===== config.mk =====
export PLATFORM = sky130hd
export DESIGN_NAME = rgb_frame_ctrl
export DESIGN_NICKNAME = d
export VERILOG_FILES = /design/src/rtl/rgb_frame_ctrl.sv
export SDC_FILE = /design/constraint.sdc
export NUM_CORES = 1
export LEC_CHECK = 0
export CORE_MARGIN = 1.5
export CORE_UTILIZATION = 39
export DETAILED_ROUTE_END_ITERATION = 10
export PLACE_DENSITY = 0.82
export SETUP_SLACK_MARGIN = 0.4
export SLEW_MARGIN = 15
export SYNTH_ARGS = -nofsm -noshare
export SYNTH_HDL_FRONTEND = slang
export SYNTH_SLANG_ARGS = --single-unit
export TNS_END_PERCENT = 30

===== constraint.sdc =====
create_clock -name clk -period 1.76 [get_ports clk]
set_input_delay 0.352 -clock clk [delete_from_list [all_inputs] [get_ports clk]]
set_output_delay 0.352 -clock clk [all_outputs]
set_load 0.005 [all_outputs]

===== src/rtl/rgb_frame_ctrl.sv =====
// RGB frame controller: pops pixel/marker words from a FIFO and hands
// them to the serial output stage while tracking LED and frame counts.
module rgb_frame_ctrl #(
  parameter int DATA_SIZE = 32,
  parameter int MAX_LEDS  = 256,
  parameter int CNT_W     = 9
) (
  input  logic                 clk,
  input  logic                 rst,
  input  logic                 in_enable,
  input  logic                 in_rd_fifo_empty,
  input  logic [DATA_SIZE-1:0] in_rd_fifo_data,
  output logic                 out_rd_fifo_en,
  output logic [DATA_SIZE-1:0] out_word,
  output logic                 out_valid,
  input  logic                 in_ready,
  output logic                 out_frame_done,
  output logic [CNT_W-1:0]     out_led_count,
  output logic [15:0]          out_frame_count,
  output logic                 out_overflow
);

  localparam logic [CNT_W-1:0] MAX_C = CNT_W'(MAX_LEDS);

  typedef enum logic [2:0] {
    S_IDLE,
    S_POP,
    S_LOAD,
    S_OFFER,
    S_DROP
  } state_t;

  state_t               r_state;
  state_t               w_next;
  logic [DATA_SIZE-1:0] r_word;
  logic                 r_marker;
  logic                 r_frame_done;
  logic [CNT_W-1:0]     r_led;
  logic [15:0]          r_frames;
  logic                 r_ovf;

  logic w_is_marker;
  logic w_full;
  logic w_accept;

  // Any set bit above the 24-bit RGB payload marks end of frame
  assign w_is_marker = |in_rd_fifo_data[DATA_SIZE-1:24];
  assign w_full      = (r_led == MAX_C);
  assign w_accept    = (r_state == S_OFFER) && in_ready;

  always_comb begin
    w_next = r_state;
    case (r_state)
      S_IDLE: begin
        if (in_enable && !in_rd_fifo_empty)
          w_next = S_POP;
      end
      S_POP:  w_next = S_LOAD;
      S_LOAD: begin
        if (!w_is_marker && w_full)
          w_next = S_DROP;
        else
          w_next = S_OFFER;
      end
      S_OFFER: begin
        if (in_ready)
          w_next = S_IDLE;
      end
      S_DROP:  w_next = S_IDLE;
      default: w_next = S_IDLE;
    endcase
  end

  always_ff @(posedge clk) begin
    if (rst) begin
      r_state      <= S_IDLE;
      r_word       <= '0;
      r_marker     <= 1'b0;
      r_frame_done <= 1'b0;
      r_led        <= '0;
      r_frames     <= '0;
      r_ovf        <= 1'b0;
    end else begin
      r_state      <= w_next;
      r_frame_done <= w_accept && r_marker;
      if (r_state == S_LOAD) begin
        r_word   <= in_rd_fifo_data;
        r_marker <= w_is_marker;
        if (!w_is_marker && w_full)
          r_ovf <= 1'b1;
      end
      if (w_accept) begin
        if (r_marker) begin
          r_led    <= '0;
          r_frames <= r_frames + 16'd1;
        end else begin
          r_led <= r_led + 1'b1;
        end
      end
    end
  end

  assign out_rd_fifo_en  = (r_state == S_POP);
  assign out_valid       = (r_state == S_OFFER);
  assign out_word        = r_word;
  assign out_frame_done  = r_frame_done;
  assign out_led_count   = r_led;
  assign out_frame_count = r_frames;
  assign out_overflow    = r_ovf;

endmodule


; ---- After elaboration in Yosys (flattened, before gate mapping)
; Index checks and enable logic that the tools add are counted.
[totals]
inputBits = 37
word_cells = 31
register_bits = 63
out_inout_bits = 61
[classes]
add_sub_neg = 2
mux = 5
n_eq_ne = 6
n_reduce_logical = 11
[op_table]
columns = cell, count
row1 = adder 16 x 1 -> 16 bit (second input constant), 1
row2 = one-hot mux 3 bit (4 select lines), 1
row3 = adder 9 x 1 -> 9 bit (second input constant), 1
row4 = == test 9 bit (second input constant), 1
row5 = two-way mux 3 bit, 3
row6 = two-way mux 9 bit, 1
row7 = OR reduction 8 bit, 1
row8 = == test 3 x 2 -> 1 bit (second input constant), 2
row9 = AND reduction 2 bit, 3
row10 = logical AND 1 bit, 4
row11 = == test 3 x 1 -> 1 bit (second input constant), 1
row12 = zero test 3 bit, 1
row13 = zero test 1 bit, 2
row14 = != test 2 x 1 -> 1 bit (second input constant), 1
row15 = != test 2 bit (second input constant), 1

; ---- Depth between registers and ports, before layout
; Gate-level depths: netlist of the first run.
[depth]
depth_word = 5
depth_mapped = 6
depth_no_buf = 6

; ---- Worst setup path after synthesis of the first run
; Ideal clock, no wire load.
[synth_path]
path_type = reg-to-reg
start = register r_led[0], in the netlist out_led_count[0]
end = register r_state[0]
required_ps = 1627
n_path_buf = 0
setup_time_ps = 133
synth_period_minus_slack_ps = 1875
stages_incl_launch_ff = 7
setup_slack_ps = -115
arrival_time_ps = 1742
path_cell_list = dfxtp_1 inv_1 ha_1 or4b_4 or4_4 a211oi_2 a2111oi_1
[synth_via]
elab_chain_cells = 4
[synth_rtl]
columns = element, line_no
row1 = "start, declared", 38  ; logic [CNT_W-1:0] r_led;
row2 = "start signal, assigned", 97  ; r_led <= r_led + 1'b1;
row3 = == test 9 bit, 48  ; assign w_full = (r_led == MAX_C);
row4 = logical AND 1 bit, 60  ; if (!w_is_marker && w_full)
row5 = two-way mux 3 bit, 60
row6 = one-hot mux 3 bit (4 select lines), 53  ; case (r_state)
row7 = "end signal, assigned", 84  ; r_state <= w_next;
row8 = "end, declared", 33  ; state_t r_state;
; Every way passes these cells.
; A chain may end at the register's enable or synchronous reset.

; ---- Final worst setup path of the first run
; Same ends and word-level chain as after synthesis.

==> summary.txt, run 1 <==
HPWL Detailed = 4540 µm
Residual DRC = 0
Nets = 473
Worst IR Drop VDD = 481 µV
asr flop ratio synth = 0
I/O pin count = 98
largest area contributor in the netlist = dfxtp_1
clk_lat worst skew = 330 ps
WHS Endpoint = out_word[27]
Util after Layout = 0.675
final hold vios = 0
worst slew pin tran = 319 ps
post-DR wirelength/cell = 14.2 µm
Comb power frac = 0.135
GRT overflow = 0
Fin Clk Skew = 5.64 ps
clock period minus final worst setup slack = 1810 ps
Psw = 0.813 mW
critical path, cell by cell = inv_2 -> ha_4 -> or4b_4 -> or4_4 -> a211oi_2 -> a2111oi_1
CP Data Arrival Time = 2020 ps
largest net degree at the start of global routing = 34
critical path class = reg -> reg
Syn Area/Cell = 8.31 µm²
Setup Viol. Count Final = 2
number of warnings issued by yosys = 0
initial DRC count = 69
Synth Flop Type = dfxtp_1
IO buf count = 97
vias in the first global route = 2302
Commonest cells post-synth = 72 x nand2_1, 63 x dfxtp_1, 42 x a21oi_1, 21 x nor2_1
Die W = 83.4 µm
FP Rows = 29
initial antenna violation count = 0
starting density of the core = 0.401
Setup WS post-layout = -51.8 ps
slew margin rel. = 0.787
Non-Filler Instances = 515
CTS sink count = 63
WL final = 7300 µm
leading cell type by number of instances after synthesis = nand2_1
max-slew violation count = 0
DR vias/cell = 5.16
setup slack, reg-to-reg = -50 ps
Placed Cells incl. Taps = 482
Die Y = 83.4 µm
Core Area = 0.00628 mm²
Slowest-stage cell, CP = or4_4
worst r2r path cells = 6
Int Pwr = 2.56 mW
worst r2r dst = r_state[0]
clock-pin slew on the worst setup and hold paths = 70 ps
area fraction of the dominant cell type after synthesis = 0.501
sequential area share after synthesis = 0.501
Final ANT Viol Nets = 0
sequential power share = 0.455
first-pass GRT wire length = 10700 µm
Pleak = 1.83 nW
Via Count = 2655
post-synth net total = 343
hold-fix buffers at CTS = 0
Worst Hold Class = in -> reg
clock buffer depth = 2
total power = 3.38 mW
Startpoint Class = flip-flop
hold path startpoint = in_rd_fifo_data[27]
clock power share = 0.410
sw frac = 0.241
fin crit share = 1.03
Pwr Density = 798 mW/mm²
failing checks = setup timing
# diodes = 0
Fillers = 527
gp weighted congestion = 0.776
TritonCTS Buffers = 9
first drt pass iteration count = 5
Hold Path Cell Cnt = 3
Max stage delay on crit path = 460 ps
post-synthesis cell count = 303
CTS tree = done
Synth area leaders = dfxtp_1 50%, nand2_1 11%, a21oi_1 8.3%, xor2_1 4.5%, nor2_1 3.1%
number of synthesized flops with an enable pin = 0
RSZ-0062 raised after global routing = yes
H-tree Lvls = 3
Synth cell types = 33
Yosys reg bits = 63
crit-path max FO = 4
Total GRT Usage = 0.189
synthesized cell area = 0.00252 mm²
Peak Freq = 552 MHz
Worst setup EP type = flip-flop
register area = 0.00132 mm²
root buffer selected by CTS = clkbuf_8
total area of multi-input combinational cells = 0.00134 mm²
die area = 0.00695 mm²
Worst EP required = 1970 ps
Setup TNS = -77.2 ps
status = finished, violations left
worst r2r src = out_led_count[0]
ratio of cells with drive above 1 in the final layout = 0.308
layout overhead on the synthesized area = 68.1%
max cap viols = 0
[worst max path at each step]
stage,from,endpoint,slack [ps],cells past startpoint
finish,out_led_count[0],r_state[0],-50,6
global route,out_led_count[0],r_state[0],-110,6
CTS,out_led_count[0],r_state[0],-50,6
detailed placement,in_rd_fifo_data[31],r_state[0],-570,5
global placement,in_rd_fifo_data[31],r_state[0],-540,5
floorplan,in_rd_fifo_data[27],r_state[0],-40,4
[layer usage]
layer  vias to the layer above  GRT usage  part of all wire
li1                       1294          -                 -
met1                      1249      0.233              0.42
met3                        11     0.0437             0.070
met4                         0     0.0818             0.013
met2                       101      0.316              0.50
met5                         -          0                 0
[what timing repair did]
item / CTS / global route
pin swaps: 7 / 31
endpoints found under the setup margin: 92 / 64
gates resized for setup: 132 / 59
hold endpoints to repair: 0 / 0
cloned: 0 / 1
setup buffers: 8 / 8
[critical path, delay by kind of cell, from the launching register on]
family,cells,cell delay (ps)
AOI/OAI and AO/OA,2,250
adders and majority gates,1,120
buffers and inverters,1,60
DFF,1,330
and+or+nand+nor,2,910
[power by group through the flow]
stage	combinational (mW)	clock [mW]	sequential, mW
after CTS	0.415	1.41	1.53
after global placement	0.431	0	1.57
after global routing	0.497	1.49	1.54
final	0.457	1.38	1.54
after detailed placement	0.440	0	1.57
after floorplan	0.174	0	1.57
[cells in the final DEF (no fill, tap or decap), types with 4 or more instances in the layout]
cell / count
clkdlybuf4s50_1: 26
dlygate4sd2_1: 59
a21oi_1: 35
dfxtp_2: 28
xor2_1: 13
clkbuf_8: 10
nand3_1: 6
dfxtp_1: 28
nor2_1: 18
o21ai_0: 7
or3_1: 6
nand4_1: 9
a21oi_2: 7
buf_6: 18
nand2_1: 68
buf_4: 19
dfxtp_4: 7
clkbuf_2: 7
and4_1: 4
[final cells by class]
| cell class | instances | area share |
|---|---|---|
| clock buffer | 10 | 0.0325 |
| clock inverter | 6 | 0.0198 |
| inverter | 3 | 0.00266 |
| multi-input combinational | 220 | 0.315 |
| sequential | 63 | 0.312 |
| tap | 77 | 0.0228 |
| timing repair buffer | 136 | 0.295 |
[through the flow]
step | instance area, µm² | worst slack, ps | hold slack (ps)
floorplan | 2530 | -37.7 | 453
global placement | 3700 | -541 | 441
detailed placement | 3700 | -571 | 446
CTS | 4000 | -46.0 | 404
global route | 4230 | -107 | 408
finish | 4230 | -51.8 | 415
[logic make-up (layout without fill, tap and decap cells)]
kind of cell	after synthesis	after routing	share of synthesized area
buf+inv	20	155	0.0313
simple gates	148	148	0.286
xor+xnor	15	15	0.0522
flops	63	63	0.501
compound gates	54	54	0.115
fa+ha+maj	3	3	0.0149
[state kept, by name, indices dropped and copies added, names as in the netlist]
| signal | flops |
|---|---|
| r_state | 3 |
| r_marker | 1 |
| out_led_count | 9 |
| out_word | 32 |
| out_frame_done | 1 |
| out_frame_count | 16 |
| out_overflow | 1 |
(Power assumes the default switching activity.)
==> run 2: changes to the inputs <==
- CTS_CLUSTER_SIZE: default -> 10
==> results of run 2 <==
No change in the layout: final DEF, timing and power equal those of run 1.
==> run 3: changes to the inputs <==
--- a/config.mk
+++ b/config.mk
@@ -7,2 +7,3 @@
 export LEC_CHECK = 0
+export CAP_MARGIN = 10
 export CORE_MARGIN = 1.5
==> constraint.sdc (replaced) <==
create_clock -name clk -period 1.76 [get_ports clk]
set_input_delay 0.528 -clock clk [delete_from_list [all_inputs] [get_ports clk]]
set_output_delay 0.528 -clock clk [all_outputs]
set_load 0.005 [all_outputs]
==> summary.txt, run 3 (synthesis gave the netlist of run 1 again) <==
H-tree Lvls = 3
fin area = 0.00426 mm²
worst r2r path cells = 6
root buffer selected by CTS = clkbuf_8
critical path, cell by cell = dlygate4sd2_1 -> or4_4 -> or4_4 -> a211oi_2 -> a2111oi_1
Nets = 493
clock buffer depth = 2
max reg flops = 32
Setup WS post-layout = -204 ps
Residual DRC = 0
Worst setup EP type = flip-flop
worst slew pin tran = 379 ps
failing checks = setup timing
vias in the first global route = 2647
max-slew violation count = 0
final hold slack = 452 ps
FP Rows = 29
Worst IR Drop VDD = 514 µV
first drt pass iteration count = 4
setup slack, reg-to-reg = -190 ps
status = finished, violations left
worst r2r src = out_led_count[0]
clock period minus final worst setup slack = 1960 ps
WHS Endpoint = out_word[15]
ratio of cells with drive above 1 in the final layout = 0.495
RSZ-0062 raised after global routing = yes
Max stage delay on crit path = 570 ps
CTS sink count = 63
TritonCTS Buffers = 9
Setup Viol. Count Final = 4
starting density of the core = 0.401
gp weighted congestion = 0.844
CTS tree = done
layout overhead on the synthesized area = 69.2%
CP dominant cell by count = or4_4
initial antenna violation count = 0
max cap viols = 0
busiest grt layer = met2
met1 Track Usage GR = 0.242
CP Data Arrival Time = 2160 ps
fin crit share = 1.12
Pwr Density = 747 mW/mm²
IO buf count = 97
hold path startpoint = out_word[15]
Via Count = 2709
Pleak = 1.82 nW
Die W = 83.4 µm
most frequent cells in the layout = 71 x nand2_1, 52 x dfxtp_2, 50 x buf_2
Startpoint Class = primary input
first-pass GRT wire length = 11900 µm
Peak Freq = 509 MHz
hold-fix buffers at CTS = 0
# diodes = 0
Final ANT Viol Nets = 0
Total GRT Usage = 0.214
Worst EP required = 1960 ps
Fin Clk Skew = 8.63 ps
I/O pin count = 98
largest net degree at the start of global routing = 34
slew margin rel. = 0.748
Placed Instance Area = 0.00375 mm²
initial DRC count = 111
Fillers = 485
clock-pin slew on the worst setup and hold paths = 70 ps
M2 GR Usage = 0.369
Hold Path Cell Cnt = 2
total power = 3.18 mW
met3 GRT Util = 0.0497
Slowest-stage cell, CP = or4_4
die area = 0.00695 mm²
DR vias/cell = 5.07
worst r2r dst = r_state[0]
crit-path max FO = 4
HPWL Detailed = 4580 µm
Worst Hold Class = reg -> reg
commonest non-fill, non-tap cell in the layout = nand2_1
final hold vios = 0
post-DR wirelength/cell = 14.4 µm
Core Area = 0.00628 mm²
Die Y = 83.4 µm
Setup TNS = -702 ps
critical path class = in -> reg
clk_lat worst skew = 330 ps
GRT overflow = 0
WL final = 7670 µm
-- run 3: changes by cell type in the layout (fill, tap and decap cells not counted), moves of 2 or more --
cell           change
nand3_4            -2
buf_4             +14
nand2_2            -3
a21oi_1            +3
dfxtp_2           +24
nand2_1            +3
buf_6             +15
and4_4             +2
and4_1             -2
dfxtp_1           -24
buf_2             +47
a21oi_2            -3
clkbuf_2           -7
dlygate4sd2_1     -52
-- run 3: worst max path at each step --
stage / startpoint / endpoint / slack (ps) / cells after the start
floorplan: in_rd_fifo_data[31] / r_state[0] / -190 / 4
global placement: in_rd_fifo_data[31] / r_state[0] / -700 / 5
detailed placement: in_rd_fifo_data[31] / r_state[0] / -730 / 5
CTS: out_led_count[0] / r_state[0] / -230 / 6
global route: out_led_count[1] / r_state[0] / -250 / 6
finish: in_rd_fifo_data[30] / r_state[0] / -200 / 5
-- run 3: metrics by stage --
step | worst slack, ps | utilization | instances
floorplan | -193 | - | 303
global placement | -697 | 0.598 | 489
detailed placement | -731 | 0.598 | 489
CTS | -232 | 0.649 | 528
global route | -247 | 0.679 | 534
finish | -204 | 0.679 | 534
-- run 3: timing repair --
action	4_1_cts	5_1_grt
endpoints found under the setup margin	119	72
endpoints found under the hold margin	0	0
gates cloned	0	1
pin swaps	30	14
setup buffers	24	5
resized for setup	360	29
-- run 3: critical path, delay by kind of cell --
family | cells | cell delay, ps
buffers and inverters | 1 | 240
AOI/OAI and AO/OA | 2 | 280
and+or+nand+nor | 2 | 1110
-- run 3: area by class of cell --
class	instances	area, µm²	area share
clock buffers	10	128	0.0300
clock inverters	5	50.0	0.0117
inverters	3	11.3	0.00264
multi-input cells	220	1320	0.309
flip-flops and latches	63	1350	0.317
well taps	77	96.3	0.0226
repair buffers	156	1310	0.307
-- run 3: report_power, final --
group          internal (mW)  total, mW  switching, mW
combinational          0.249      0.483          0.233
sequential              1.49       1.53         0.0377
clock                  0.636       1.17          0.534
-- run 3: layer usage --
metal,vias to the layer above,part of all wire
met2,85,0.51
met1,1269,0.41
li1,1332,-
met3,23,0.052
met4,0,0.025
met5,-,0
